--- config.mk ---
export PLATFORM = sky130hd
export DESIGN_NAME = miriscv_lsu_split_flat
export DESIGN_NICKNAME = d
export VERILOG_FILES = /design/src/rtl/miriscv_lsu_split_if.sv /design/src/rtl/miriscv_lsu_split.sv /design/src/flat_wrapper.sv
export SDC_FILE = /design/constraint.sdc
export NUM_CORES = 1
export LEC_CHECK = 0
export CAP_MARGIN = 10
export CORE_ASPECT_RATIO = 1.5
export CORE_MARGIN = 3
export CORE_UTILIZATION = 30
export DETAILED_ROUTE_END_ITERATION = 10
export SLEW_MARGIN = 0
export SYNTH_ARGS = -nofsm -noshare
export SYNTH_HDL_FRONTEND = slang
export SYNTH_SLANG_ARGS = --single-unit
--- constraint.sdc ---
create_clock -name clk_i -period 8.8 [get_ports clk_i]
set_clock_uncertainty 0.05 [all_clocks]
set_input_delay 2.64 -clock clk_i [delete_from_list [all_inputs] [get_ports clk_i]]
set_output_delay 2.64 -clock clk_i [all_outputs]
set_load 0.02 [all_outputs]
--- src/rtl/miriscv_lsu_split_if.sv ---
// -----------------------------------------------------------------------------
// miriscv_lsu_split_if
// Data-bus bundle between the load/store unit and memory.
//   master modport (LSU side):
//     data_req   out  bus request
//     data_we    out  write enable
//     data_be    out  byte enables
//     data_addr  out  word-aligned byte address
//     data_wdata out  lane-shifted write data
//     data_gnt   in   grant for the current request
//     data_rvalid in  response valid (loads and stores)
//     data_rdata in   read data
//   slave modport (memory side): the same signals with directions reversed.
// -----------------------------------------------------------------------------
interface miriscv_lsu_split_if #(
  parameter int unsigned ADDR_W = 32
);
  logic              data_req;
  logic              data_gnt;
  logic              data_rvalid;
  logic [31:0]       data_rdata;
  logic              data_we;
  logic [3:0]        data_be;
  logic [ADDR_W-1:0] data_addr;
  logic [31:0]       data_wdata;

  modport master (
    output data_req, data_we, data_be, data_addr, data_wdata,
    input  data_gnt, data_rvalid, data_rdata
  );

  modport slave (
    input  data_req, data_we, data_be, data_addr, data_wdata,
    output data_gnt, data_rvalid, data_rdata
  );
endinterface

--- src/rtl/miriscv_lsu_split.sv ---
// -----------------------------------------------------------------------------
// miriscv_lsu_split
// Load/store unit between a single-cycle core and a req/gnt/rvalid data bus.
// One core access at a time; the core is stalled while it runs. Misaligned
// accesses that straddle a word are either split into two word beats or
// reported as errors. An optional timeout aborts a stuck REQ/WAIT state.
//
// Ports:
//   clk_i, resetn_i        clock, synchronous active-low reset
//   lsu_req_i              core access request, held until stall drops
//   lsu_we_i               1 = store, 0 = load
//   lsu_size_i             0 B, 1 H, 2 W, 4 BU, 5 HU (others illegal)
//   lsu_addr_i             byte address
//   lsu_data_i             right-aligned store data
//   lsu_stall_req_o        hold the core PC
//   lsu_data_o             extended load result (holds until the next load)
//   lsu_err_o              one-cycle error pulse
//   lsu_err_code_o         01 misaligned, 10 timeout, 11 illegal size
//   bus                    data bus (master side)
// -----------------------------------------------------------------------------
module miriscv_lsu_split #(
  parameter int unsigned ADDR_W        = 32,
  parameter bit          MISALIGNED_EN = 1'b1,
  parameter int unsigned TIMEOUT       = 0,
  parameter int unsigned TIMEOUT_W     = 8
) (
  input  logic                clk_i,
  input  logic                resetn_i,
  input  logic                lsu_req_i,
  input  logic                lsu_we_i,
  input  logic [2:0]          lsu_size_i,
  input  logic [ADDR_W-1:0]   lsu_addr_i,
  input  logic [31:0]         lsu_data_i,
  output logic                lsu_stall_req_o,
  output logic [31:0]         lsu_data_o,
  output logic                lsu_err_o,
  output logic [1:0]          lsu_err_code_o,
  miriscv_lsu_split_if.master bus
);

  typedef enum logic [2:0] {
    S_IDLE, S_REQ1, S_WAIT1, S_REQ2, S_WAIT2, S_DONE, S_ERR
  } state_e;

  localparam logic [1:0] ERR_MISALIGN = 2'b01;
  localparam logic [1:0] ERR_TIMEOUT  = 2'b10;
  localparam logic [1:0] ERR_SIZE     = 2'b11;

  // Last count value still inside the budget; the timeout fires on it.
  localparam logic [TIMEOUT_W-1:0] TO_LAST =
    TIMEOUT_W'((TIMEOUT > 0) ? TIMEOUT - 1 : 0);

  state_e                state_q, state_d;
  logic [ADDR_W-1:0]     addr_q;
  logic                  we_q;
  logic [2:0]            size_q;
  logic [31:0]           wdata_q;
  logic                  split_q;
  logic [31:0]           rd1_q, rd2_q;
  logic [1:0]            err_code_q, err_code_d;
  logic [TIMEOUT_W-1:0]  tcnt_q;
  logic [31:0]           load_q;

  // ---------------------------------------------------------------------------
  // Decode of the incoming request (only meaningful in IDLE)
  // ---------------------------------------------------------------------------
  logic in_legal, in_misal;

  always_comb begin
    in_legal = lsu_size_i inside {3'd0, 3'd1, 3'd2, 3'd4, 3'd5};
    // Halfwords at offset 1/2 stay inside one word; only offset 3 straddles.
    in_misal = ((lsu_size_i[1:0] == 2'd1) && (lsu_addr_i[1:0] == 2'd3)) ||
               ((lsu_size_i[1:0] == 2'd2) && (lsu_addr_i[1:0] != 2'd0));
  end

  // ---------------------------------------------------------------------------
  // Lane alignment of the latched access. Shifting into a double-width
  // vector yields beat 1 in the low half and beat 2 in the high half.
  // ---------------------------------------------------------------------------
  logic [1:0]        off_q;
  logic [3:0]        size_mask;
  logic [7:0]        be_wide;
  logic [63:0]       wdata_wide;
  logic [ADDR_W-1:0] beat1_addr, beat2_addr;

  always_comb begin
    off_q = addr_q[1:0];
    unique case (size_q[1:0])
      2'd0:    size_mask = 4'b0001;
      2'd1:    size_mask = 4'b0011;
      default: size_mask = 4'b1111;
    endcase
    be_wide    = {4'b0000, size_mask} << off_q;
    wdata_wide = {32'h0, wdata_q} << {off_q, 3'b000};
    beat1_addr = {addr_q[ADDR_W-1:2], 2'b00};
    beat2_addr = beat1_addr + ADDR_W'(4);
  end

  // ---------------------------------------------------------------------------
  // Load result: the final beat's data is taken straight from the bus so the
  // result can be registered on the same edge that enters DONE.
  // ---------------------------------------------------------------------------
  logic [31:0] rd1_src, rd2_src, load_raw, load_ext;

  always_comb begin
    rd1_src  = (state_q == S_WAIT1) ? bus.data_rdata : rd1_q;
    rd2_src  = (state_q == S_WAIT2) ? bus.data_rdata : rd2_q;
    load_raw = 32'({rd2_src, rd1_src} >> {off_q, 3'b000});
    unique case (size_q)
      3'd0:    load_ext = {{24{load_raw[7]}},  load_raw[7:0]};
      3'd1:    load_ext = {{16{load_raw[15]}}, load_raw[15:0]};
      3'd4:    load_ext = {24'h0, load_raw[7:0]};
      3'd5:    load_ext = {16'h0, load_raw[15:0]};
      default: load_ext = load_raw;
    endcase
  end

  logic timeout_hit;
  assign timeout_hit = (TIMEOUT != 0) && (tcnt_q == TO_LAST);

  // ---------------------------------------------------------------------------
  // Next-state logic. A handshake always takes priority over the timeout.
  // ---------------------------------------------------------------------------
  always_comb begin
    // NOTE: every signal gets a default before the case so no path leaves it
    // unassigned; otherwise synthesis infers a latch to hold the old value.
    state_d    = state_q;
    err_code_d = err_code_q;
    unique case (state_q)
      S_IDLE: begin
        if (lsu_req_i) begin
          if (!in_legal) begin
            state_d    = S_ERR;
            err_code_d = ERR_SIZE;
          end else if (in_misal && !MISALIGNED_EN) begin
            state_d    = S_ERR;
            err_code_d = ERR_MISALIGN;
          end else begin
            state_d = S_REQ1;
          end
        end
      end
      S_REQ1: begin
        if (bus.data_gnt)     state_d = S_WAIT1;
        else if (timeout_hit) begin
          state_d    = S_ERR;
          err_code_d = ERR_TIMEOUT;
        end
      end
      S_WAIT1: begin
        if (bus.data_rvalid)  state_d = split_q ? S_REQ2 : S_DONE;
        else if (timeout_hit) begin
          state_d    = S_ERR;
          err_code_d = ERR_TIMEOUT;
        end
      end
      S_REQ2: begin
        if (bus.data_gnt)     state_d = S_WAIT2;
        else if (timeout_hit) begin
          state_d    = S_ERR;
          err_code_d = ERR_TIMEOUT;
        end
      end
      S_WAIT2: begin
        if (bus.data_rvalid)  state_d = S_DONE;
        else if (timeout_hit) begin
          state_d    = S_ERR;
          err_code_d = ERR_TIMEOUT;
        end
      end
      S_DONE:  state_d = S_IDLE;
      S_ERR:   state_d = S_IDLE;
      default: state_d = S_IDLE;
    endcase
  end

  // ---------------------------------------------------------------------------
  // Outputs: bus fields are only driven while requesting, zero otherwise.
  // ---------------------------------------------------------------------------
  always_comb begin
    lsu_stall_req_o = 1'b0;
    bus.data_req    = 1'b0;
    bus.data_we     = 1'b0;
    bus.data_be     = 4'b0000;
    bus.data_addr   = '0;
    bus.data_wdata  = 32'h0;
    unique case (state_q)
      S_IDLE:  lsu_stall_req_o = lsu_req_i;
      S_REQ1: begin
        lsu_stall_req_o = 1'b1;
        bus.data_req    = 1'b1;
        bus.data_we     = we_q;
        bus.data_be     = be_wide[3:0];
        bus.data_addr   = beat1_addr;
        bus.data_wdata  = wdata_wide[31:0];
      end
      S_REQ2: begin
        lsu_stall_req_o = 1'b1;
        bus.data_req    = 1'b1;
        bus.data_we     = we_q;
        bus.data_be     = be_wide[7:4];
        bus.data_addr   = beat2_addr;
        bus.data_wdata  = wdata_wide[63:32];
      end
      S_WAIT1, S_WAIT2: lsu_stall_req_o = 1'b1;
      default: lsu_stall_req_o = 1'b0;
    endcase
  end

  assign lsu_err_o      = (state_q == S_ERR);
  assign lsu_err_code_o = (state_q == S_ERR) ? err_code_q : 2'b00;
  assign lsu_data_o     = load_q;

  // ---------------------------------------------------------------------------
  // State and datapath registers
  // ---------------------------------------------------------------------------
  // NOTE: sequential state uses non-blocking assignments so every register
  // samples the pre-edge values, independent of statement order.
  always_ff @(posedge clk_i) begin
    if (!resetn_i) begin
      // NOTE: the design holds only a handful of control/data flops, so every
      // one of them is cleared; an aborted access leaves nothing behind.
      state_q    <= S_IDLE;
      addr_q     <= '0;
      we_q       <= 1'b0;
      size_q     <= 3'd0;
      wdata_q    <= 32'h0;
      split_q    <= 1'b0;
      rd1_q      <= 32'h0;
      rd2_q      <= 32'h0;
      err_code_q <= 2'b00;
      tcnt_q     <= '0;
      load_q     <= 32'h0;
    end else begin
      state_q    <= state_d;
      err_code_q <= err_code_d;

      if ((state_q == S_IDLE) && lsu_req_i) begin
        addr_q  <= lsu_addr_i;
        we_q    <= lsu_we_i;
        size_q  <= lsu_size_i;
        wdata_q <= lsu_data_i;
        split_q <= MISALIGNED_EN && in_misal;
      end

      if ((state_q == S_WAIT1) && bus.data_rvalid) rd1_q <= bus.data_rdata;
      if ((state_q == S_WAIT2) && bus.data_rvalid) rd2_q <= bus.data_rdata;

      // Only loads update the result; stores leave the previous value visible.
      if ((state_d == S_DONE) && (state_q != S_DONE) && !we_q) load_q <= load_ext;

      // Count restarts whenever a new state is entered.
      if (state_d != state_q)
        tcnt_q <= '0;
      else if (state_q inside {S_REQ1, S_WAIT1, S_REQ2, S_WAIT2})
        tcnt_q <= tcnt_q + 1'b1;
    end
  end

endmodule

--- src/flat_wrapper.sv ---
// flat-port wrapper written by rule: the top's interface ports become plain ports
module miriscv_lsu_split_flat 
#(
  parameter int unsigned ADDR_W        = 32,
  parameter bit          MISALIGNED_EN = 1'b1,
  parameter int unsigned TIMEOUT       = 0,
  parameter int unsigned TIMEOUT_W     = 8
)
  (clk_i, resetn_i, lsu_req_i, lsu_we_i, lsu_size_i, lsu_addr_i, lsu_data_i, lsu_stall_req_o, lsu_data_o, lsu_err_o, lsu_err_code_o, bus_data_req, bus_data_we, bus_data_be, bus_data_addr, bus_data_wdata, bus_data_gnt, bus_data_rvalid, bus_data_rdata);
  miriscv_lsu_split_if #(.ADDR_W(ADDR_W)) bus_i ();
  input  logic clk_i;
  input  logic resetn_i;
  input  logic lsu_req_i;
  input  logic lsu_we_i;
  input  logic [2:0] lsu_size_i;
  input  logic [ADDR_W-1:0] lsu_addr_i;
  input  logic [31:0] lsu_data_i;
  output logic lsu_stall_req_o;
  output logic [31:0] lsu_data_o;
  output logic lsu_err_o;
  output logic [1:0] lsu_err_code_o;
  output wire logic [$bits(bus_i.data_req)-1:0] bus_data_req;
  output wire logic [$bits(bus_i.data_we)-1:0] bus_data_we;
  output wire logic [$bits(bus_i.data_be)-1:0] bus_data_be;
  output wire logic [$bits(bus_i.data_addr)-1:0] bus_data_addr;
  output wire logic [$bits(bus_i.data_wdata)-1:0] bus_data_wdata;
  input wire logic [$bits(bus_i.data_gnt)-1:0] bus_data_gnt;
  input wire logic [$bits(bus_i.data_rvalid)-1:0] bus_data_rvalid;
  input wire logic [$bits(bus_i.data_rdata)-1:0] bus_data_rdata;
  assign bus_data_req = bus_i.data_req;
  assign bus_data_we = bus_i.data_we;
  assign bus_data_be = bus_i.data_be;
  assign bus_data_addr = bus_i.data_addr;
  assign bus_data_wdata = bus_i.data_wdata;
  assign bus_i.data_gnt = bus_data_gnt;
  assign bus_i.data_rvalid = bus_data_rvalid;
  assign bus_i.data_rdata = bus_data_rdata;
  miriscv_lsu_split #(.ADDR_W(ADDR_W), .MISALIGNED_EN(MISALIGNED_EN), .TIMEOUT(TIMEOUT), .TIMEOUT_W(TIMEOUT_W)) u_core (.clk_i(clk_i), .resetn_i(resetn_i), .lsu_req_i(lsu_req_i), .lsu_we_i(lsu_we_i), .lsu_size_i(lsu_size_i), .lsu_addr_i(lsu_addr_i), .lsu_data_i(lsu_data_i), .lsu_stall_req_o(lsu_stall_req_o), .lsu_data_o(lsu_data_o), .lsu_err_o(lsu_err_o), .lsu_err_code_o(lsu_err_code_o), .bus(bus_i));
endmodule
==> Yosys cells after proc, flatten, opt, wreduce, memory -nomap -nowiden <==
Cells that the tools add are included.
{ "word_totals": {"register_bits": 169, "latch_bits": 0, "ramBits": 0, "rom_bits": 0, "inputBits": 105, "out_inout_bits": 106, "wordCells": 70, "memories": 0} }
{ "classes": {"add_sub_neg": 1, "n_mul": 0, "div": 0, "n_lt_le_gt_ge": 0, "n_eq_ne": 18, "n_shift": 3, "mux": 19, "bitwise_logic": 1, "n_reduce_logical": 18} }
{ "op_table": {"columns": ["op", "n"], "rows": [
  ["32-bit one-hot mux with 2 select lines", 2],
  ["32-bit one-hot mux with 4 select lines", 1],
  ["32-bit two-way mux", 2],
  ["32-bit by 5-bit << shifter with 64-bit output", 1],
  ["64-bit by 5-bit >> shifter with 32-bit output", 1],
  ["32-bit by 3-bit adder with 32-bit output, second input constant", 1],
  ["3-bit equality test, second input constant", 7],
  ["3-bit two-way mux", 7],
  ["4-bit one-hot mux with 2 select lines", 2],
  ["3-bit one-hot mux with 5 select lines", 1],
  ["3-bit by 1-bit equality test with 1-bit output, second input constant", 3],
  ["3-bit by 2-bit equality test with 1-bit output, second input constant", 3],
  ["3-bit logical NOT", 3],
  ["4-bit by 2-bit << shifter with 8-bit output", 1],
  ["1-bit logical AND", 7],
  ["5-bit nonzero test", 1],
  ["2-bit by 1-bit equality test with 1-bit output, second input constant", 2],
  ["2-bit equality test, second input constant", 2],
  ["4-bit OR reduction", 1],
  ["3-bit != test, second input constant", 1],
  ["3-bit AND reduction", 1],
  ["2-bit logical NOT", 1],
  ["1-bit two-way mux", 2],
  ["2-bit two-way mux", 1],
  ["6 further kinds", 6]
]} }

==> Depth between registers and ports, before layout <==
Gate-level depths: netlist of the first run.
{ "logic_depth": {"word_depth": 8, "ltp_mapped": 9, "mapped_depth_nobuf": 7} }

==> Worst setup path before layout of the first run <==
Ideal clock, no wire load.
{ "synth_timing": {"path_type": "in2out", "from": "input lsu_req_i", "to": "output lsu_stall_req_o", "arrival_ns": 3.038, "required_ns": 6.110, "setup_slack_ns": 3.072, "cell_stages": 2, "path_buffers": 0, "path_cell_list": "nor2_1 -> mux2i_1"} }
{ "synth_via": {"elab_chain_cells": 1} }
{ "synth_rtl": {"columns": ["item", "line", "rtl"], "rows": [
  ["start, declared", "flat_wrapper.sv:13", "input logic lsu_req_i;"],
  ["1-bit one-hot mux with 2 select lines", "miriscv_lsu_split.sv:187", "unique case (state_q)"],
  ["end, declared", "flat_wrapper.sv:18", "output logic lsu_stall_req_o;"]
]} }
Every way passes these cells.

==> Final worst setup path of the first run <==
Same ends and word-level chain as after synthesis.

==> results.toml, run 1 <==
[critical_path]
r2r-start = "u_core.state_q[2]$_SDFF_PN0_"
reg2regPathDepth = 5
cp-start-kind = "primary input"
worst-r2r-setup-slack_ns = 5.47
arrival_ns = 4.04
end_kind = "primary output"
path_class = "in -> out"
critPathRequiredTime_ns = 6.11
crit_fanout = 4
r2r-end = "u_core.lsu_data_o[22]$_SDFFE_PN0P_"

[sta]
finalCritPeriodShare = 0.765
drv_slew = 0
post-route-min-period_ns = 6.73
slew_headroom = 0.213
rsz0062_at_grt = "no"
finalHoldViolations = 0
tns_ns = 0
worstMarginPinSlew_ns = 1.18
fin_hold_ws_ns = 0.404
worst_slack_ns = 2.07
max_freq_ghz = 0.149
finalSetupViolations = 0

[global_routing]
grt_pass1_wl_um = 47300
grt_usage = 0.188
grt-ovfl-total = 0
grt_max_degree = 70
grt_pass1_vias = 8333
antenna_found_initial = 0

[synth]
yosys_warnings = 0
avgSynthCellArea_um2 = 7.79
yosys_most_used_dff = "dfxtp_1"
ys_seq_area_frac = 0.361
syn-cell-area_um2 = 8920
ys_ff_latch = 161
ys_types = 52
syn-instance-count = 1145
synth_edf_count = 0
synthArstFlopShare = 0

[hold_path]
min_path_cells = 2
worst_hold_path.endpoint = "u_core.rd1_q[11]$_SDFFE_PN0P_"
hp-class = "reg -> reg"
worstHoldStart = "u_core.rd1_q[11]$_SDFFE_PN0P_"

[status]
status = "finished clean"

[final_layout]
mostFrequentLayoutCells = "302 x nand2_1, 208 x clkdlybuf4s50_1, 169 x a21oi_1, 160 x dfxtp_1, 105 x mux2i_1"
fill_cells = 2993
multi_input_area_um2 = 5290
fin_nets = 1404
ff_latch_area_um2 = 3220
layout-drive-gt1-share = 0.0740
antennaDiodeCount = 0
area_growth_pct = 32.2
final_common_cell = "nand2_1"

[die]
die_x_um = 147
num_rows = 76
start_util = 0.308
fp.dieH_um = 217
core_area_um2 = 29000
die_area_um2 = 31900
pin_count = 211

[clock_tree]
htreeDepth = 4
ctsHoldBuffers = 0
clockBufferDepth = 2
cts_tree = "yes"
cts_resized = 0
clk_pin_slew_ns = 0.07
clock_latency_ns = 0.43
numCtsBuffers = 17
clock-sinks = 161
root_buffer = "clkbuf_16"
post_cts_buffers = 0

[detailed_routing]
detail_route.wl_per_cell_um = 18.1
drtPass1Iterations = 5
antenna_left = 0
vias = 8782
drtIter0Drc = 543
viasPerCell = 5.16
remaining_drc_errors = 0
drt_wl_total_um = 30800

[place]
gp_congestion = 0.824
place_hpwl_um = 21700
place_ws_ns = 2.09
portBuffers = 208

[run]
drv_cap = 0

[power]
p_leak_nw = 4.05
finalPower_mw = 2.13
max-vdd-ir-drop_mv = 0.122
power_density_nw_per_um2 = 181
==> final cells by class <==
type,count,area share
Clock inverter,13,0.00880
Multi-Input combinational cell,881,0.448
Sequential cell,161,0.273
Tap cell,390,0.0413
Clock buffer,19,0.0375
Inverter,12,0.00392
Timing Repair Buffer,225,0.187
==> registers in the layout, summed over array words and instances (netlist names) <==
register           flops
u_core.lsu_data_o     32
u_core.split_q         1
u_core.wdata_q        32
u_core.size_q          3
u_core.addr_q         32
u_core.err_code_q      1
u_core.rd1_q          32
u_core.we_q            1
u_core.rd2_q          24
u_core.state_q         3
==> per-stage QoR <==
step	std cells	cell area, µm²	util
after detailed placement	1669	11300	0.388
after global placement	1669	11300	0.388
after CTS	1701	11800	0.407
after global routing	1701	11800	0.407
after floorplan	1146	8930	-
final	1701	11800	0.407
==> how the worst max path moves through the flow <==
| stage | startpoint | to | slack, ns | depth (start not counted) |
|---|---|---|---|---|
| 2_1_floorplan | lsu_req_i | lsu_stall_req_o | 3.07 | 2 |
| 3_3_place_gp | lsu_req_i | lsu_stall_req_o | 2.08 | 4 |
| 3_5_place_dp | lsu_req_i | lsu_stall_req_o | 2.09 | 4 |
| 4_1_cts | lsu_req_i | lsu_stall_req_o | 2.07 | 4 |
| 5_1_grt | lsu_req_i | lsu_stall_req_o | 2.00 | 4 |
| 6_report | lsu_req_i | lsu_stall_req_o | 2.07 | 4 |
==> power breakdown <==
part | switching [mW] | internal [mW] | total (mW)
registers | 0.0680 | 0.791 | 0.859
clock network | 0.336 | 0.374 | 0.710
logic | 0.323 | 0.238 | 0.561
==> worst max-delay path: stages <==
cell,delay [ns]
clkdlybuf4s50_1,0.55
nor2_1,0.06
mux2i_1,0.16
clkdlybuf4s50_1,0.63
==> cells in the mapped netlist (10+ instances only) <==
master	n	area share
a21oi_1	169	0.095
a22oi_1	24	0.020
and3_1	11	0.0077
buf_2	12	0.0067
clkbuf_1	64	0.027
dfxtp_1	161	0.36
inv_1	11	0.0046
mux2i_1	105	0.12
mux4_2	22	0.056
nand2_1	302	0.13
nand3_1	17	0.0095
nor2_1	73	0.031
o21ai_0	49	0.027
o22ai_1	10	0.0070
xnor2_1	17	0.017
==> kinds of logic (layout without fill, tap and decap cells) <==
logic type | after synthesis | count (layout) | share of synthesized area
mux | 130 | 130 | 0.177
flops | 161 | 161 | 0.361
compound gates | 272 | 272 | 0.171
simple gates | 453 | 453 | 0.216
xor+xnor | 23 | 23 | 0.0226
fa+ha+maj | 1 | 1 | 0.00140
other cells | 1 | 2 | 0.000420
buf+inv | 104 | 269 | 0.0500
==> metal layers <==
metal	track usage	up-vias	wire length (µm)
met4	0.0603	0	705
met2	0.349	279	16500
met3	0.0315	36	1420
met5	0	-	0
met1	0.217	4167	12200
li1	-	4300	-
(Power assumes the default switching activity.)
==> inputs of run 2 (changes only) <==
==> constraint.sdc (replaced) <==
create_clock -name clk_i -period 6.4 [get_ports clk_i]
set_clock_uncertainty 0.05 [all_clocks]
set_input_delay 1.92 -clock clk_i [delete_from_list [all_inputs] [get_ports clk_i]]
set_output_delay 1.92 -clock clk_i [all_outputs]
set_load 0.02 [all_outputs]
==> results.toml, run 2 (same netlist as run 1, synthesis figures left out) <==
[final_layout]
area_growth_pct = 33.1
layout-drive-gt1-share = 0.0748
fill_cells = 3005
ff_latch_area_um2 = 3220
mostFrequentLayoutCells = "302 x nand2_1, 208 x clkdlybuf4s50_1, 169 x a21oi_1, 160 x dfxtp_1, 105 x mux2i_1"
fin_nets = 1405
multi_input_area_um2 = 5290
final_common_cell = "nand2_1"

[critical_path]
cp-start-kind = "register"
slowest_delay_ns = 0.63
cp.buffers_inverters = 1
reg2regPathDepth = 7
r2r-end = "u_core.lsu_data_o[11]$_SDFFE_PN0P_"
crit_fanout = 11
crit_start = "u_core.addr_q[2]$_SDFFE_PN0P_"
cp_slowest_cell = "clkdlybuf4s50_1"
path_class = "reg -> out"
r2r-start = "u_core.state_q[1]$_SDFF_PN0_"
cp_top_family = "simple AND/OR/NAND/NOR gates"
arrival_ns = 3.42
end_kind = "primary output"
worst-r2r-setup-slack_ns = 2.92
setup.worst_path.end = "bus_data_addr[30]"
cp_cell_sequence = "ha_1, and4_1, nand3_1, or4_4, or3_1, a21oi_1, clkdlybuf4s50_1"
path_depth = 7
critPathRequiredTime_ns = 4.43

[sta]
post-route-min-period_ns = 5.39
worstMarginPinSlew_ns = 1.19
finalSetupViolations = 0
rsz0062_at_grt = "no"
worst_slack_ns = 1.01
slew_headroom = 0.209
max_freq_ghz = 0.185
finalHoldViolations = 0
tns_ns = 0
drv_slew = 0
finalCritPeriodShare = 0.843

[detailed_routing]
vias = 8616
drtPass1Iterations = 5
drt_wl_total_um = 30700
viasPerCell = 5.06
remaining_drc_errors = 0
antenna_left = 0
detail_route.wl_per_cell_um = 18.1
drtIter0Drc = 524

[global_routing]
grt_usage = 0.188
antenna_found_initial = 1
grt_max_degree = 73
grt_pass1_vias = 8604
grt-ovfl-total = 0
grt_pass1_wl_um = 47400

[hold_path]
hp-class = "reg -> reg"

[clock_tree]
root_buffer = "clkbuf_16"
clk_pin_slew_ns = 0.06
cts_resized = 0
clockBufferDepth = 2
htreeDepth = 4
numCtsBuffers = 17
cts_tree = "yes"
clock-sinks = 161
post_cts_buffers = 0
ctsHoldBuffers = 0
clock_latency_ns = 0.43

[place]
place_ws_ns = 1.20
gp_congestion = 0.824
place_hpwl_um = 22100
portBuffers = 208

[power]
p_leak_nw = 4.10
power_density_nw_per_um2 = 256
finalPower_mw = 3.04
max-vdd-ir-drop_mv = 0.155

[status]
status = "finished clean"

[die]
die_x_um = 147
num_rows = 76
pin_count = 211
die_area_um2 = 31900
fp.dieH_um = 217
start_util = 0.308
core_area_um2 = 29000

[run]
drv_cap = 0
run 2: worst min path at each step:
stage | to | cells after the start | startpoint
after floorplan | u_core.err_code_q[0]$_SDFFE_PN0P_ | 2 | u_core.err_code_q[0]$_SDFFE_PN0P_
after global placement | u_core.rd1_q[28]$_SDFFE_PN0P_ | 2 | u_core.rd1_q[28]$_SDFFE_PN0P_
after detailed placement | u_core.rd1_q[11]$_SDFFE_PN0P_ | 2 | u_core.rd1_q[11]$_SDFFE_PN0P_
after CTS | u_core.rd2_q[15]$_SDFFE_PN0P_ | 2 | u_core.rd2_q[15]$_SDFFE_PN0P_
after global routing | u_core.rd1_q[9]$_SDFFE_PN0P_ | 2 | u_core.rd1_q[9]$_SDFFE_PN0P_
final | u_core.rd1_q[8]$_SDFFE_PN0P_ | 2 | u_core.rd1_q[8]$_SDFFE_PN0P_
run 2: worst min-delay path, cell delays in order (launching register included):
cell and delay (ns):
dfxtp_1 0.31, nand2_1 0.05, a21oi_1 0.05
run 2: routing by layer:
metal	vias to the layer above	wire, µm	global-route usage
li1	4278	-	-
met5	-	0	0
met4	0	949	0.0772
met1	4049	11900	0.209
met2	253	16400	0.348
met3	36	1490	0.0369
run 2: metrics by stage:
stage	hold slack, ns	cell area [µm²]	instances	util
6_report	0.404	11900	1702	0.410
2_1_floorplan	0.382	8930	1146	-
3_5_place_dp	0.396	11300	1670	0.388
5_1_grt	0.425	11900	1702	0.410
4_1_cts	0.405	11900	1701	0.410
3_3_place_gp	0.390	11300	1670	0.388
run 2: power by group:
| group | switching (mW) | internal, mW | leakage [nW] | total, mW |
|---|---|---|---|---|
| registers | 0.0888 | 1.09 | 1.31 | 1.18 |
| clock network | 0.455 | 0.632 | 0.300 | 1.09 |
| logic | 0.448 | 0.330 | 2.49 | 0.778 |
run 2: final cells by class:
cell class / count / area share
Tap cell: 390 / 0.0411
Clock inverter: 13 / 0.0147
Timing Repair Buffer: 226 / 0.187
Antenna cell: 1 / 0.000211
Clock buffer: 18 / 0.0370
Inverter: 12 / 0.00390
Multi-Input combinational cell: 881 / 0.445
Sequential cell: 161 / 0.271
